`src/rtl/timer_pkg.sv`:
```
// ---------------------------------------------------------------------------
// timer_pkg
// Shared definitions for the parametrised phase / time-pulse generator.
//   - FSM state constants (RUN, HALT, STEP) and the state type
//   - helpers that turn the generator parameters into counter widths and
//     strobe positions
//   - a legality check evaluated at elaboration by param_timer_gen
// ---------------------------------------------------------------------------
package timer_pkg;

    typedef logic [1:0] timer_state_t;

    localparam timer_state_t ST_RUN  = 2'd0;
    localparam timer_state_t ST_HALT = 2'd1;
    localparam timer_state_t ST_STEP = 2'd2;

    // Width of the position counter covering DIV*NPHASE clocks.
    function automatic int pos_width(input int div, input int nphase);
        return (div * nphase > 1) ? $clog2(div * nphase) : 1;
    endfunction

    // Width of the time-pulse index covering NT pulses.
    function automatic int tp_width(input int nt);
        return (nt > 1) ? $clog2(nt) : 1;
    endfunction

    // Position at which the overflow strobe fires: OVF_DLY clocks after
    // the CT phase ends.
    function automatic int ovf_pos(input int div, input int ct_ph, input int ovf_dly);
        return div * (ct_ph + 1) + ovf_dly - 1;
    endfunction

    // The strobe must land before the end of the time pulse, so CT cannot be
    // the last phase and the delay cannot run past the final phase.
    function automatic bit params_legal(input int div, input int nphase, input int nt,
                                        input int rt_ph, input int wt_ph,
                                        input int ct_ph, input int ovf_dly);
        return (div >= 1) && (nphase >= 3) && (nt >= 2) &&
               (rt_ph >= 0) && (rt_ph < nphase) &&
               (wt_ph >= 0) && (wt_ph < nphase) &&
               (ct_ph >= 0) && (ct_ph < nphase - 1) &&
               (ovf_dly >= 1) && (ovf_dly <= div * (nphase - 1 - ct_ph));
    endfunction

endpackage

```
`src/rtl/timer_ring.sv`:
```
// ---------------------------------------------------------------------------
// timer_ring
// One-hot ring register. Priority: reset, clear, load, advance.
// Ports:
//   clk      - clock, rising edge
//   rst_n    - synchronous active-low reset (ring -> all zero)
//   clear    - blank the ring (all zero)
//   load     - load load_val (used to restart at a given position)
//   load_val - one-hot value to load
//   advance  - rotate the hot bit one place towards the MSB, wrapping
//   ring     - current ring contents
// ---------------------------------------------------------------------------
module timer_ring #(
    parameter int WIDTH = 4
) (
    input  logic             clk,
    input  logic             rst_n,
    input  logic             clear,
    input  logic             load,
    input  logic [WIDTH-1:0] load_val,
    input  logic             advance,
    output logic [WIDTH-1:0] ring
);

    // Ring state; a blank ring stays blank until reloaded.
    always_ff @(posedge clk) begin
        if (!rst_n) begin
            ring <= '0;
        end else if (clear) begin
            ring <= '0;
        end else if (load) begin
            ring <= load_val;
        end else if (advance) begin
            ring <= {ring[WIDTH-2:0], ring[WIDTH-1]};
        end
    end

endmodule

```
`src/rtl/param_timer_gen.sv`:
```
// ---------------------------------------------------------------------------
// param_timer_gen
// Phase / time-pulse generator at the root of the timing chain. CLOCK is
// divided into NPHASE phases of DIV clocks; NT time pulses form one memory
// cycle. All outputs are registered and describe the counter state loaded
// on the same edge.
// Ports:
//   CLOCK, SIM_RST  - clock and synchronous active-low reset
//   VCC, GND        - power pins, functionally unused
//   STOP            - halt request, acted on only at a time-pulse boundary
//   STEP            - single-step request (only with TIMER_STEP_EN)
//   PHS / PHS_n     - one-hot phase and its inverse
//   RT, WT, CT      - phase strobes; CT_n, WT_n their inverses
//   T               - one-hot time pulse
//   MCT_END         - last clock of the memory cycle
//   OVFSTB_n        - active-low overflow strobe, once per time pulse
//   HALTED          - high while stopped
// Optional feature macro: TIMER_STEP_EN (single-step state). When it is not
// defined the STEP input is ignored and the STEP state does not exist.
// ---------------------------------------------------------------------------
module param_timer_gen
    import timer_pkg::*;
#(
    parameter int DIV     = 2,
    parameter int NPHASE  = 4,
    parameter int NT      = 12,
    parameter int RT_PH   = 0,
    parameter int WT_PH   = 1,
    parameter int CT_PH   = 2,
    parameter int OVF_DLY = 1
) (
    input  logic              CLOCK,
    input  logic              SIM_RST,
    input  logic              VCC,
    input  logic              GND,
    input  logic              STOP,
    input  logic              STEP,
    output logic [NPHASE-1:0] PHS,
    output logic [NPHASE-1:0] PHS_n,
    output logic              RT,
    output logic              WT,
    output logic              CT,
    output logic              CT_n,
    output logic              WT_n,
    output logic [NT-1:0]     T,
    output logic              MCT_END,
    output logic              OVFSTB_n,
    output logic              HALTED
);

    localparam int NPOS  = DIV * NPHASE;
    localparam int POS_W = pos_width(DIV, NPHASE);
    localparam int TP_W  = tp_width(NT);

    localparam logic [POS_W-1:0] POS_LAST = POS_W'(NPOS - 1);
    localparam logic [POS_W-1:0] POS_OVF  = POS_W'(ovf_pos(DIV, CT_PH, OVF_DLY));
    localparam logic [TP_W-1:0]  TP_LAST  = TP_W'(NT - 1);

    if (!params_legal(DIV, NPHASE, NT, RT_PH, WT_PH, CT_PH, OVF_DLY)) begin : g_bad_params
        $error("param_timer_gen: illegal parameter combination");
    end

    // Per-position decode tables built at elaboration, so the phase of a
    // position never needs a runtime divide.
    function automatic logic [NPOS-1:0] phase_mask(input int ph);
        logic [NPOS-1:0] m;
        m = '0;
        for (int i = 0; i < NPOS; i++) begin
            if ((i / DIV) == ph) m[i] = 1'b1;
        end
        return m;
    endfunction

    function automatic logic [NPOS-1:0] start_mask();
        logic [NPOS-1:0] m;
        m = '0;
        for (int i = 0; i < NPOS; i++) begin
            if ((i % DIV) == 0) m[i] = 1'b1;
        end
        return m;
    endfunction

    localparam logic [NPOS-1:0] RT_MASK    = phase_mask(RT_PH);
    localparam logic [NPOS-1:0] WT_MASK    = phase_mask(WT_PH);
    localparam logic [NPOS-1:0] CT_MASK    = phase_mask(CT_PH);
    localparam logic [NPOS-1:0] START_MASK = start_mask();

    timer_state_t     st, st_n;
    logic [POS_W-1:0] pos, pos_n;
    logic [TP_W-1:0]  tp, tp_n, tp_inc;
    logic             live, live_n;
    logic             at_end;
    logic             unused_pwr;

    assign unused_pwr = VCC ^ GND;

`ifndef TIMER_STEP_EN
    logic unused_step;
    assign unused_step = STEP;
`endif

    assign at_end = (pos == POS_LAST);
    assign tp_inc = (tp == TP_LAST) ? '0 : tp + 1'b1;

    // Next-state logic. 'live' says whether the outputs show the counters;
    // it drops on reset and on halting, and the first edge after either
    // shows position 0 without advancing.
    always_comb begin
        st_n   = st;
        pos_n  = pos;
        tp_n   = tp;
        live_n = live;
        case (st)
            ST_RUN: begin
                if (!live) begin
                    live_n = 1'b1;
                end else if (at_end) begin
                    pos_n = '0;
                    tp_n  = tp_inc;
                    if (STOP) begin
                        st_n   = ST_HALT;
                        live_n = 1'b0;
                    end
                end else begin
                    pos_n = pos + 1'b1;
                end
            end
            ST_HALT: begin
                if (!STOP) begin
                    st_n = ST_RUN;
`ifdef TIMER_STEP_EN
                end else if (STEP) begin
                    st_n   = ST_STEP;
                    live_n = 1'b1;
`endif
                end
            end
`ifdef TIMER_STEP_EN
            ST_STEP: begin
                if (at_end) begin
                    pos_n = '0;
                    tp_n  = tp_inc;
                    if (!STOP) begin
                        st_n = ST_RUN;
                    end else if (!STEP) begin
                        st_n   = ST_HALT;
                        live_n = 1'b0;
                    end
                end else begin
                    pos_n = pos + 1'b1;
                end
            end
`endif
            default: begin
                st_n   = ST_RUN;
                live_n = 1'b0;
            end
        endcase
    end

    // Counters, FSM and the scalar output strobes, all decoded from the
    // next state so they line up with the counters on the same edge.
    always_ff @(posedge CLOCK) begin
        if (!SIM_RST) begin
            st       <= ST_RUN;
            pos      <= '0;
            tp       <= '0;
            live     <= 1'b0;
            RT       <= 1'b0;
            WT       <= 1'b0;
            CT       <= 1'b0;
            MCT_END  <= 1'b0;
            OVFSTB_n <= 1'b1;
            HALTED   <= 1'b0;
        end else begin
            st       <= st_n;
            pos      <= pos_n;
            tp       <= tp_n;
            live     <= live_n;
            RT       <= live_n & RT_MASK[pos_n];
            WT       <= live_n & WT_MASK[pos_n];
            CT       <= live_n & CT_MASK[pos_n];
            MCT_END  <= live_n && (tp_n == TP_LAST) && (pos_n == POS_LAST);
            OVFSTB_n <= !(live_n && (pos_n == POS_OVF));
            HALTED   <= (st_n == ST_HALT);
        end
    end

    // Both rings blank when the outputs go dark and restart from the held
    // counters when they come back; otherwise they simply rotate.
    logic phs_adv, t_adv, ring_load;

    assign ring_load = live_n & ~live;
    assign phs_adv   = live & live_n & START_MASK[pos_n];
    assign t_adv     = live & live_n & at_end;

    timer_ring #(.WIDTH(NPHASE)) u_phs_ring (
        .clk      (CLOCK),
        .rst_n    (SIM_RST),
        .clear    (~live_n),
        .load     (ring_load),
        .load_val (NPHASE'(1)),
        .advance  (phs_adv),
        .ring     (PHS)
    );

    timer_ring #(.WIDTH(NT)) u_t_ring (
        .clk      (CLOCK),
        .rst_n    (SIM_RST),
        .clear    (~live_n),
        .load     (ring_load),
        .load_val (NT'(1) << tp_n),
        .advance  (t_adv),
        .ring     (T)
    );

    assign PHS_n = ~PHS;
    assign CT_n  = ~CT;
    assign WT_n  = ~WT;

endmodule

```
`config.mk`:
```
export PLATFORM = sky130hd
export DESIGN_NAME = param_timer_gen
export DESIGN_NICKNAME = d
export VERILOG_FILES = /design/src/rtl/timer_pkg.sv /design/src/rtl/timer_ring.sv /design/src/rtl/param_timer_gen.sv
export SDC_FILE = /design/constraint.sdc
export NUM_CORES = 1
export LEC_CHECK = 0
export ABC_AREA = 1
export CORE_MARGIN = 2
export CORE_UTILIZATION = 35
export CTS_BUF_LIST = sky130_fd_sc_hd__clkbuf_16
export DETAILED_ROUTE_END_ITERATION = 12
export GPL_TIMING_DRIVEN = 0
export RECOVER_POWER = 25
export SYNTH_ARGS = -nofsm -noshare
export SYNTH_HDL_FRONTEND = slang
export SYNTH_SLANG_ARGS = --single-unit
```
`constraint.sdc`:
```
create_clock -name CLOCK -period 1.8 [get_ports CLOCK]
set_input_delay 0.18 -clock CLOCK [delete_from_list [all_inputs] [get_ports CLOCK]]
set_output_delay 0.18 -clock CLOCK [all_outputs]
set_load 0.03 [all_outputs]
```
Word-level counts from Yosys, hierarchy flattened. Memory sizes are Yosys's and may differ from the RTL's. Index checks and enable logic that the tools add are counted.

Reductions and logical operators: 9. $add $sub $neg: 2. Bitwise gates (word level): 13. Mux-type cells: 24. Equal/unequal tests: 7. Shifts and indexed selects: 1. Div/mod/pow operators: 0. Order comparisons: 1. Multiply operators: 0.

Operators by type and width (number): 12-bit two-way mux (2); 4-bit two-way mux (4); 1-bit by 4-bit << shifter with 12-bit output, first input constant (1); 3-bit equality test, second input constant (3); 1-bit two-way mux (9); 3-bit two-way mux (3); 4-bit equality test, second input constant (2); 2-bit two-way mux (4); 1-bit AND (7); 1-bit inverter (5); 4-bit by 1-bit adder with 4-bit output, second input constant (1); 2-bit by 1-bit equality test with 1-bit output, second input constant (2); 3-bit by 4-bit < comparator with 1-bit output, second input constant (1); 4-bit inverter (1); 2-bit one-hot mux with 2 select lines (1); 2-bit nonzero test (2); 3-bit by 1-bit adder with 3-bit output, second input constant (1); 1-bit logical AND (3); 3-bit OR reduction (1); 2-bit zero test (1); 1-bit one-hot mux with 2 select lines (1); 2-bit AND reduction (1); 1-bit zero test (1).

Memories: 4. Memory bits (writable): 0. Latch bits: 0. Register bits after elaboration: 32. Output and inout port bits: 28. Bits in read-only memories: 32. Input port bits: 6.

Memories: (name not given) (words 8, bits a word 1, rd ports 1, clocked after memory_dff 0, wr ports 0, RTL line param_timer_gen.sv:194) `assign phs_adv = live & live_n & START_MASK[pos_n];`; (name not given) (words 8, bits a word 1, rd ports 1, clocked after memory_dff 0, wr ports 0, RTL line param_timer_gen.sv:182) `CT <= live_n & CT_MASK[pos_n];`; (name not given) (words 8, bits a word 1, rd ports 1, clocked after memory_dff 0, wr ports 0, RTL line param_timer_gen.sv:181) `WT <= live_n & WT_MASK[pos_n];`; (name not given) (words 8, bits a word 1, rd ports 1, clocked after memory_dff 0, wr ports 0, RTL line param_timer_gen.sv:180) `RT <= live_n & RT_MASK[pos_n];`.

Depth between registers and ports, before layout.
Depth in word-level cells: 9. Depth in mapped cells: 12. Gate-level depth less buffers: 11.

Cells and area by module. A second synthesis with hierarchy kept.

Cell total of the unflattened synthesis: 254. Area total of the unflattened synthesis: 1709.1 µm².

By module, submodules not included: param_timer_gen (area an instance 895.9 µm², times used 1, sequential area each 320.3 µm², cells an instance 125); timer_ring at u_t_ring (area an instance 613.1 µm², times used 1, sequential area each 240.2 µm², cells an instance 96); timer_ring at u_phs_ring (area an instance 200.2 µm², times used 1, sequential area each 80.1 µm², cells an instance 33).

Least setup slack after synthesis. Ideal clock, no wire load.

Kind: reg2reg. From: reg pos[0]. To: reg u_t_ring.ring[10]. Arrival time: 1532 ps. Clock period less this slack: 1601 ps. Required time: 1730 ps. Path buffers: 1. Path slack: 199 ps. Library setup time: 70 ps. Stages on the path, launching flop included: 12. Path through: dfxtp_1 -> ha_1 -> ha_1 -> buf_2 -> nand3_1 -> nor2_1 -> nand2_1 -> nand2_1 -> nand3_4 -> nor2_2 -> nand2_1 -> a21oi_1.

Cells in the longest elaborated chain, start to end: 7. Elaborated cells between the ends (all ways): 14.

Ends and longest elaborated chain: from (decl) (RTL line param_timer_gen.sv:89) `logic [POS_W-1:0] pos, pos_n;`; from (signal assigned) (RTL line param_timer_gen.sv:177) `pos <= pos_n;`; 3-bit equality test * (RTL line param_timer_gen.sv:102) `assign at_end = (pos == POS_LAST);`; 1-bit two-way mux (RTL line param_timer_gen.sv:117) `end else if (at_end) begin`; 1-bit two-way mux (RTL line param_timer_gen.sv:115) `if (!live) begin`; 1-bit one-hot mux with 2 select lines (RTL line param_timer_gen.sv:113) `case (st)`; 1-bit AND (2 in series) (RTL line param_timer_gen.sv:195) `assign t_adv = live & live_n & at_end;`; 2-bit nonzero test (no line); to (signal assigned) (RTL line timer_ring.sv:32) `ring <= load_val;`; to (signal assigned) (RTL line timer_ring.sv:34) `ring <= {ring[WIDTH-2:0], ring[WIDTH-1]};`; to (decl) (RTL line timer_ring.sv:22) `output logic [WIDTH-1:0] ring`.

Mark *: on every way between the ends. The rest lies on a longest branch, timed or not. A chain may end at the register's enable or synchronous reset.

Final worst setup path.
From: reg pos[0]. To: reg MCT_END.

Cells in the longest elaborated chain, start to end: 7. Elaborated cells between the ends (all ways): 15.

Ends and longest elaborated chain: branches (longest 6 deep; another with 3-bit by 1-bit adder with 3-bit output); 1-bit logical AND * (RTL line param_timer_gen.sv:183) `MCT_END <= live_n && (tp_n == TP_LAST) && (pos_n == POS_LAST);`; to (signal assigned) (RTL line param_timer_gen.sv:183); to (decl) (RTL line param_timer_gen.sv:46) `output logic MCT_END,`.

Every way passes the cells marked *.

==> results <==
- TritonCTS built the clock tree.
- In this run the worst hold path is classified as reg -> reg.
- For this run, design rule violations remaining after detail routing come to 0.
- Data on the critical path is required at its endpoint by slightly below 2 ns.
- The clock-pin transition on the worst setup and hold timing paths is ~0.05 ns.
- The leftover overflow at the end of global routing is 0.
- In the final design database the tool counted 274 nets.
- During placement, the flow inserted port buffers numbering 30.
- The post-route clock skew is 0.00371 ns.
- The post-synth net total is about 230.
- In this run the count of I/O pins placed on the die edge is 34.
- Hold repair after CTS inserted 0 buffers.
- Entering global routing, the biggest net connects 11 pins.
- In this run the worst path has a maximum fanout of 6.
- The number of global-route vias before repair is about 1500.
- Measured on the finished design, the core utilization comes to just over 50%.
- For this run, the number of Yosys warnings is 0.
- In this run the power density over the cells is between 700 and 800 mW/mm2.
- Based on the critical path, the design can be clocked at up to ~600 MHz.
- After layout, the minimum clock period comes to 1.67 ns.
- The width of the die is 71.9 um.
- Leaving out fill and tap cells, the most frequent cells in the layout are sky130_fd_sc_hd__nand2_1 (35), sky130_fd_sc_hd__nor2_1 (31), sky130_fd_sc_hd__dfxtp_1 (30).
- The number of max-slew violations in the final report came to 0.
- Clock tree synthesis selected as its root buffer the cell sky130_fd_sc_hd__clkbuf_16.
- The most critical setup path has its startpoint at pos[0].
- Ranked by total cell area, the synthesized netlist is headed by sky130_fd_sc_hd__dfxtp_1 (40%), sky130_fd_sc_hd__nand2_1 (8.4%), sky130_fd_sc_hd__nor2_1 (7.9%).
- The height of the die is about 72 um.
- The initial antenna violation count is 0.
- Summed over all cells, the static leakage comes to 0.000909 uW.
- The worst setup path is of the reg -> reg kind.
- The summed instance area of the synthesized netlist is roughly 0.0016 mm2.
- With fillers left out, the area of the finished cells amounts to between 0.002 and 0.0025 mm2.
- The fraction of final layout cells sized beyond drive strength 1 is between 20% and 30%.
- Setup violations remaining at the end of the flow were counted as 0.
- The die area is 0.00516 mm2.
- Of all cell types, the one taking the most synthesized area is sky130_fd_sc_hd__dfxtp_1.
- The final worst-path cycle share is between 90 and 100%.
- In this run the worst setup path terminates at MCT_END.
- The tightest hold path in the finished design has a slack of 0.503 ns.
- In the final routed layout, each cell accounts on average for ~12 um.
- The beginning of the worst register-to-register path is pos[0].
- Detailed placement ended at an HPWL of between 2000 and 3000 um.
- The number of hold-slack violations in the final timing report is 0.
- The area share of the leading cell type in the synthesized netlist is between 30% and 40%.
- The type of destination of the critical path is a flip-flop.
- The count of antenna diodes in the layout is 0.
- The clock latency reported for the late side of the worst-skew pair is ~0.27 ns.
- The end of the worst register-to-register path is MCT_END.
- For this run, the detailed router's first-pass iteration total came to 4.
- The nature of the critical path startpoint is a flip-flop.
- The core outline area is 0.00438 mm2.
- The number of cells on the worst hold path is 2.
- The mean instance size in the synthesized netlist is between 7 and 8 um2.
- The fraction of the yosys area taken by sequential cells is between 30% and 40%.
- The completed layout was analyzed and its total power is 1700 uW.
- The number of DRC markers after the initial detailed-route iteration is 74.
- The number of synthesized register bits is 32.
- The clock tree synthesis step divided the H-tree into 2 levels.
- The setup slack at placement is -0.0779 ns.
- The area added between synthesis and finish is 39.6%.
- The number of nets with antenna violations after routing is 0.
- Clock tree synthesis inserted a total of 5 buffers.
- For this block, the via count after detailed routing is roughly 1500.
- Synthesis produced a netlist whose cell count is about 220.
- In this run the register-to-register setup slack is around 0.13 ns.
- The total routed wirelength is between 3000 and 4000 um.
- After detailed routing, the number of vias per cell comes to 4.81.
- The flow ran to the end, and the final reports show no timing, DRC or antenna violations.
- The peak ir drop on the vdd network is ~0.00045 V.
- The first-pass GRT wire length is 6570 um.
- Data arrives at the worst endpoint at 1.86 ns.
- At the end of routability-driven placement, the weighted congestion stood at approximately 0.8.
- The cell area after placement is roughly 0.002 mm2.
- The floorplan has 24 rows.
- The maximum clock insertion buffer count is 2.
- The length in cells of the worst reg-to-reg path is 10.
- Once the floorplan was initialized, standard cells occupied between 30% and 40% of the core.
- The synthesized netlist contains 31 unique library cells.
- The number of max-capacitance violations reported is 0.
- For this design, the sink count on the clock tree is 32.
- The number of fill cells is between 400 and 500.
- The leading cell type in the layout, fill and taps excluded is sky130_fd_sc_hd__nand2_1.
- Global routing used between 15 and 20% of the available tracks across all layers.
- Setup slack closes at approximately 0.13 ns.
==> power by group <==
part,internal [uW],switching (uW),total [uW]
sequential,727,13.5,740
combinational,67.8,113,181
clock,494,285,779
==> flip-flops by register name (all words and copies together), names as in the netlist <==
name / cells
OVFSTB_n: 1
st: 2
WT: 1
HALTED: 1
live: 1
u_t_ring.ring: 12
u_phs_ring.ring: 4
MCT_END: 1
tp: 4
CT: 1
pos: 3
RT: 1
==> cell type report <==
| cell class | count | area (um2) | area share, % |
|---|---|---|---|
| sequential | 32 | 646 | 28.7 |
| inverter | 28 | 108 | 4.78 |
| clock inverter | 2 | 7.51 | 0.334 |
| tap | 52 | 65.1 | 2.89 |
| buffer | 5 | 45.0 | 2.00 |
| clock buffer | 5 | 125 | 5.56 |
| multi-input combinational | 154 | 892 | 39.7 |
| timing repair buffer | 38 | 362 | 16.1 |
==> through the flow <==
stage               cells  setup TNS, ns
finish                316              0
global route          316       -0.00838
CTS                   310              0
detailed placement    301         -0.251
global placement      301         -0.176
floorplan             219              0
==> critical path: stages (launching register included) <==
cell and delay [ns]:
sky130_fd_sc_hd__dfxtp_4 0.36, sky130_fd_sc_hd__ha_4 0.14, sky130_fd_sc_hd__ha_4 0.13, sky130_fd_sc_hd__buf_6 0.12, sky130_fd_sc_hd__nand3_2 0.06, sky130_fd_sc_hd__nor2_2 0.12, sky130_fd_sc_hd__nand2_1 0.07, sky130_fd_sc_hd__nand2_2 0.08
sky130_fd_sc_hd__nand3_4 0.14, sky130_fd_sc_hd__buf_4 0.17, sky130_fd_sc_hd__nor3_1 0.19
==> per-layer routing <==
metal  track usage (%)  vias up  wire [um]
met5                 0        -          0
met1              20.2      689       1890
met2              26.1       29       1760
li1                  -      798          -
met4              7.34        0         55
met3              4.92        5        211
==> cells in the mapped netlist <==
cell type	n
sky130_fd_sc_hd__nand2_1	36
sky130_fd_sc_hd__nor2_1	34
sky130_fd_sc_hd__dfxtp_1	32
sky130_fd_sc_hd__inv_1	21
sky130_fd_sc_hd__o21ai_0	19
sky130_fd_sc_hd__nand3_1	12
sky130_fd_sc_hd__a21oi_1	9
sky130_fd_sc_hd__nand2_2	7
sky130_fd_sc_hd__inv_2	6
sky130_fd_sc_hd__nor2_4	5
sky130_fd_sc_hd__ha_1	4
sky130_fd_sc_hd__a211oi_1	3
sky130_fd_sc_hd__buf_2	3
sky130_fd_sc_hd__nand4_1	3
sky130_fd_sc_hd__nor2_2	3
sky130_fd_sc_hd__nor3_1	3
sky130_fd_sc_hd__o21ai_1	3
sky130_fd_sc_hd__a2111oi_0	2
sky130_fd_sc_hd__o21ai_2	2
sky130_fd_sc_hd__a21oi_2	1
sky130_fd_sc_hd__a21oi_4	1
sky130_fd_sc_hd__buf_4	1
sky130_fd_sc_hd__buf_6	1
sky130_fd_sc_hd__clkinv_1	1
sky130_fd_sc_hd__conb_1	1
sky130_fd_sc_hd__nand2_4	1
sky130_fd_sc_hd__nand3_2	1
sky130_fd_sc_hd__nand3_4	1
sky130_fd_sc_hd__nand3b_1	1
sky130_fd_sc_hd__nand4_2	1
sky130_fd_sc_hd__or2_1	1
==> logic make-up after synthesis <==
group,after synthesis,synth area share (%)
buffers and inverters,33,8.62
other,1,0.233
AND/OR/NAND/NOR,109,33.5
AO/OA/AOI/OAI,40,14.8
flip-flops,32,39.8
adder cells (fa/ha/maj),4,3.11
==> repair_timing <==
action / CTS / global route
pin swaps: 1 / 6
gates cloned: 0 / 1
gates resized for setup: 4 / 20
setup buffers: 2 / 5
endpoints found under the setup margin: 9 / 14
==> worst min path at each step <==
| stage | start | to | slack [ns] |
|---|---|---|---|
| 2_1_floorplan | STOP | HALTED | 0.32 |
| 3_3_place_gp | u_phs_ring.ring[2] | u_phs_ring.ring[2] | 0.49 |
| 5_1_grt | u_phs_ring.ring[2] | u_phs_ring.ring[2] | 0.54 |
| 6_report | u_phs_ring.ring[2] | u_phs_ring.ring[2] | 0.50 |
| 4_1_cts | u_phs_ring.ring[1] | u_phs_ring.ring[1] | 0.50 |
| 3_5_place_dp | u_phs_ring.ring[1] | u_phs_ring.ring[1] | 0.48 |
No activity file was read; power rests on OpenSTA's default activity.
